### src/rtl/uart_pkg.sv
// uart_pkg: frame constants and FSM encoding shared by the
// UART transmit and receive paths.
package uart_pkg;

  typedef enum logic [2:0] {
    IDLE   = 3'd0,
    START  = 3'd1,
    DATA   = 3'd2,
    PARITY = 3'd3,
    STOP   = 3'd4
  } tx_state_t;

  localparam logic START_BIT  = 1'b0;
  localparam logic STOP_BIT   = 1'b1;
  localparam logic IDLE_LEVEL = 1'b1;

endpackage

### src/rtl/uart_tx_piso.sv
// tx_piso: parallel-in serial-out shift register, LSB first.
// nxt exposes the bit that becomes LSB after the next shift.
module tx_piso #(
  parameter int W = 8
) (
  input  logic         clk,
  input  logic         rstn,
  input  logic         load,
  input  logic         shift,
  input  logic [W-1:0] din,
  output logic         lsb,
  output logic         nxt
);

  logic [W-1:0] q;
  logic [W-1:0] q_sh;

  assign q_sh = q >> 1;
  assign lsb  = q[0];
  assign nxt  = q_sh[0];

  always_ff @(posedge clk or negedge rstn) begin
    if (!rstn) begin
      q <= '0;
    end else if (load) begin
      q <= din;
    end else if (shift) begin
      q <= q_sh;
    end
  end

endmodule

### src/rtl/uart_tx.sv
// uart_tx: UART transmitter, start + data (LSB first) + parity + stop.
// tx_out is registered and updated one edge ahead of each bit.
module uart_tx
  import uart_pkg::*;
#(
  parameter int DATA_WIDTH   = 8,
  parameter int CLKS_PER_BIT = 16,
  parameter int PARITY_ODD   = 0
) (
  input  logic                  clk,
  input  logic                  rstn,
  input  logic                  tx_start,
  input  logic [DATA_WIDTH-1:0] tx_data,
  output logic                  tx_out,
  output logic                  tx_busy,
  output logic                  tx_done
);

  localparam int BW =
    (DATA_WIDTH > 1) ? $clog2(DATA_WIDTH) : 1;
  localparam logic [15:0] BAUD_LAST =
    16'(CLKS_PER_BIT - 1);
  localparam logic [BW-1:0] BIT_LAST =
    BW'(DATA_WIDTH - 1);
  localparam logic PAR_ODD = (PARITY_ODD != 0);

  tx_state_t     state;
  logic [15:0]   baud_cnt;
  logic [BW-1:0] bit_cnt;
  logic          parity;
  logic          tx_q;
  logic          done_q;
  logic          accept;
  logic          wrap;
  logic          shift;
  logic          sr_lsb;
  logic          sr_nxt;

  assign accept = (state == IDLE) && tx_start;
  assign wrap   = (state != IDLE) && (baud_cnt == BAUD_LAST);
  assign shift  = wrap && (state == DATA);

  tx_piso #(
    .W(DATA_WIDTH)
  ) u_piso (
    .clk  (clk),
    .rstn (rstn),
    .load (accept),
    .shift(shift),
    .din  (tx_data),
    .lsb  (sr_lsb),
    .nxt  (sr_nxt)
  );

  always_ff @(posedge clk or negedge rstn) begin
    if (!rstn) begin
      state    <= IDLE;
      baud_cnt <= '0;
      bit_cnt  <= '0;
      parity   <= 1'b0;
      tx_q     <= IDLE_LEVEL;
      done_q   <= 1'b0;
    end else begin
      done_q <= 1'b0;
      if (state == IDLE || wrap) begin
        baud_cnt <= '0;
      end else begin
        baud_cnt <= baud_cnt + 16'd1;
      end
      unique case (state)
        IDLE: begin
          if (tx_start) begin
            state   <= START;
            tx_q    <= START_BIT;
            parity  <= (^tx_data) ^ PAR_ODD;
            bit_cnt <= '0;
          end
        end
        START: begin
          if (wrap) begin
            state <= DATA;
            tx_q  <= sr_lsb;
          end
        end
        DATA: begin
          if (wrap) begin
            if (bit_cnt == BIT_LAST) begin
              state   <= PARITY;
              tx_q    <= parity;
              bit_cnt <= '0;
            end else begin
              bit_cnt <= bit_cnt + BW'(1);
              tx_q    <= sr_nxt;
            end
          end
        end
        PARITY: begin
          if (wrap) begin
            state <= STOP;
            tx_q  <= STOP_BIT;
          end
        end
        STOP: begin
          if (wrap) begin
            state  <= IDLE;
            tx_q   <= IDLE_LEVEL;
            done_q <= 1'b1;
          end
        end
        default: begin
          state <= IDLE;
          tx_q  <= IDLE_LEVEL;
        end
      endcase
    end
  end

  assign tx_out  = tx_q;
  assign tx_busy = (state != IDLE);
  assign tx_done = done_q;

endmodule

### config.mk
export PLATFORM = sky130hd
export DESIGN_NAME = uart_tx
export DESIGN_NICKNAME = d
export VERILOG_FILES = /design/src/rtl/uart_pkg.sv /design/src/rtl/uart_tx_piso.sv /design/src/rtl/uart_tx.sv
export SDC_FILE = /design/constraint.sdc
export NUM_CORES = 1
export LEC_CHECK = 0
export BUFFER_PORTS_ARGS = -buffer_cell sky130_fd_sc_hd__buf_2
export CORE_MARGIN = 10
export CORE_UTILIZATION = 60
export CTS_BUF_LIST = sky130_fd_sc_hd__clkbuf_4 sky130_fd_sc_hd__clkbuf_8
export CTS_CLUSTER_DIAMETER = 200
export DETAILED_ROUTE_END_ITERATION = 16
export HOLD_SLACK_MARGIN = 0.06
export MAX_ROUTING_LAYER = met4
export PLACE_DENSITY = 0.87
export SETUP_SLACK_MARGIN = 0.1
export SLEW_MARGIN = 5
export SYNTH_ARGS = -nofsm -noshare
export SYNTH_HDL_FRONTEND = slang
export SYNTH_SLANG_ARGS = --single-unit
### constraint.sdc
create_clock -name clk -period 4.4 [get_ports clk]
set_clock_uncertainty 0.2 [all_clocks]
set_input_delay 0.22 -clock clk [delete_from_list [all_inputs] [get_ports clk]]
set_output_delay 0.22 -clock clk [all_outputs]
set_load 0.05 [all_outputs]
==> flow_summary.toml <==
[yosys]
synth_area_per_cell_um2 = 9.65
synthMuxAreaShare = 0.0127
synthAdderAreaFrac = 0.0224
netlist.area_leader.share = 0.477
synth-main-ff-cell = "dfrtp_1"
syn_area_um2 = 1680
synth-xor-area-share = 0.110
synth_compound_area_frac = 0.0760
synth_common_cells = "32 x dfrtp_1, 29 x nand2_1, 25 x nor2_1, 13 x xnor2_1, 10 x nand3_1"
netlist-cell-type-count = 34
synth_nets = 188
synthSimpleGateAreaFrac = 0.260
yosysMostFrequentCell = "dfrtp_1"
synth_seq_cells = 33
synth-seq-area-share = 0.493
synth_edf_count = 0
ys_top_cells_by_area = "dfrtp_1 48%, xnor2_1 6.8%, nand2_1 6.5%"
synth_top_family_by_area = "simple AND/OR/NAND/NOR gates"
ys.warnings.count = 0
async_flop_share = 1.00
yosysTopAreaCell = "dfrtp_1"
synthCells = 174

[floorplan]
die_w_um = 72.9
io_pins = 14
dieArea_um2 = 5310
rows = 19
die_h_um = 72.9
start_util = 0.620
core_um2 = 2710

[drt]
ant_nets = 0
dr.first_iter.drc_count = 69
vias_per_cell = 5.76
route.detailed.drc = 0
wl_um = 3500
wire_per_inst_um = 15.2
drt-pass1-iter-count = 4
route.vias.total = 1324

[timing]
setup_viol = 0
fin_hold_ws_ns = 0.0938
hold_viol = 0
worstMarginPinSlew_ns = 0.713
rsz0062_at_grt = "false"
post-route-period-util = 0.509
relSlewSlack = 0.525
finalMaxSlewViolations = 0
fmax_ghz = 0.447
period_minus_slack_ns = 2.24
tns_ns = 0

[hold_path]
hp-class = "input pin to flop"
hold_path.startpoint = "tx_start"

[clock_tree]
clockBufferDepth = 2
post-cts-setup-buffers = 0
htreeDepth = 2
cts_tree = "yes"
cts.sinks = 33
cts-buffers-inserted = 5
cts-resized-gates = 0
path_clk_slew_ns = 0.09
root_buffer = "clkbuf_4"
clkLatencyLatePin_ns = 0.33

[layout]
final_area_um2 = 1940
multi_input_area_um2 = 807
post-route-util = 0.717
seqCellArea_um2 = 827
drive_gt1_frac = 0.166
finalNetCount = 212
syn_to_final_growth_pct = 15.6
n_fill_cell = 196
num_antenna_cells = 0

[global_routing]
grt_pass1_vias = 1389
overflow = 0
grt_pass1_wl_um = 5950
antenna_found_initial = 0
grt_max_degree = 34
gr-usage-all-layers = 0.145

[worst_setup_path]
worstSetupEndpointType = "flop"
worstSetupStartpointType = "flop"
path_class = "flop to flop"
crit_fanout = 10
critPathArrivalTime_ns = 2.28
r2r-start = "baud_cnt[0]"
critPathRequiredTime_ns = 4.44
crit_start = "baud_cnt[0]"

[placement]
place_area_um2 = 1750
place_congestion = 0.877
port-buffer-count = 13
hpwlAfterDp_um = 2400

[outcome]
run_status = "finished clean"

[power]
power_density_nw_per_um2 = 293
peakVddDrop_mv = 0.278
power_leakage_nw = 0.904

[job]
drv_cap = 0
stage by stage:
| step | cells | setup slack (ns) | power (mW) |
|---|---|---|---|
| 2_1_floorplan | 174 | 2.44 | 0.321 |
| 3_3_place_gp | 212 | 2.32 | 0.333 |
| 3_5_place_dp | 212 | 2.23 | 0.334 |
| 4_1_cts | 230 | 2.15 | 0.577 |
| 5_1_grt | 230 | 1.99 | 0.593 |
| 6_report | 230 | 2.16 | 0.570 |
kinds of logic after synthesis:
family / after synthesis
mux: 2
fa+ha+maj: 3
compound gates: 20
xor+xnor: 21
buf+inv: 10
simple gates: 85
flops: 33
registers in the layout (all words and copies together) (netlist names):
name      flops
baud_cnt     16
bit_cnt       3
parity        1
state         3
tx_done       1
tx_out        1
u_piso.q      8
cell type report:
type                            instances  share of cell area
Multi-Input combinational cell        131               0.416
Inverter                                4             0.00773
Clock buffer                            7              0.0303
Sequential cell                        33               0.426
Tap cell                               31              0.0200
Clock inverter                          1              0.0155
Timing Repair Buffer                   23              0.0851
final timing paths:
kind	depth (start not counted)	slack (ns)	end
setup / recovery	6	2.16	u_piso.q[4]
hold / removal	3	0.09	tx_out
setup reg to reg	6	2.16	u_piso.q[4]
hold reg to reg	1	0.30	baud_cnt[0]
max in group asynchronous	2	3.27	state[0]
min in group asynchronous	2	0.27	baud_cnt[13]
cells in the final DEF, fill, tap and decap left out, types with 2 or more instances in the layout:
cell           count
nor3_1             3
and4_1             2
a21oi_1            4
xnor2_1           13
inv_1              4
ha_1               3
dlygate4sd3_1     10
or3_1              2
buf_2             13
nand3_1           10
and4_2             2
o21ai_0            4
nand2_1           29
dfrtp_1           32
xor2_1             8
nand4_1            2
and3_1             2
nor2_1            25
nor4_2             2
a31oi_1            7
clkbuf_4           6
where the power goes:
group          internal, mW  total [mW]  leakage, nW  switching (mW)
sequential            0.303       0.303        0.417               0
combinational        0.0161      0.0310        0.438          0.0149
clock                 0.142       0.236       0.0489          0.0940
per-layer routing:
layer | global-route usage | vias to the layer above | part of all wire
li1 | - | 648 | -
met1 | 0.140 | 637 | 0.39
met2 | 0.257 | 32 | 0.54
met3 | 0.0367 | 7 | 0.045
met4 | 0.0802 | 0 | 0.022
met5 | - | - | 0
what timing repair did:
action | CTS | global route
setup endpoints to repair | 0 | 0
hold endpoints to repair | 40 | 0
hold buffers | 10 | 0
critical path, cell delays in order, from the launching register on:
cell,delay [ns]
dfrtp_1,0.40
ha_1,0.21
and3_1,0.27
nand4_2,0.22
nor3_2,0.54
nand2_1,0.12
a31oi_1,0.20
No activity file was read; power rests on OpenSTA's default activity.
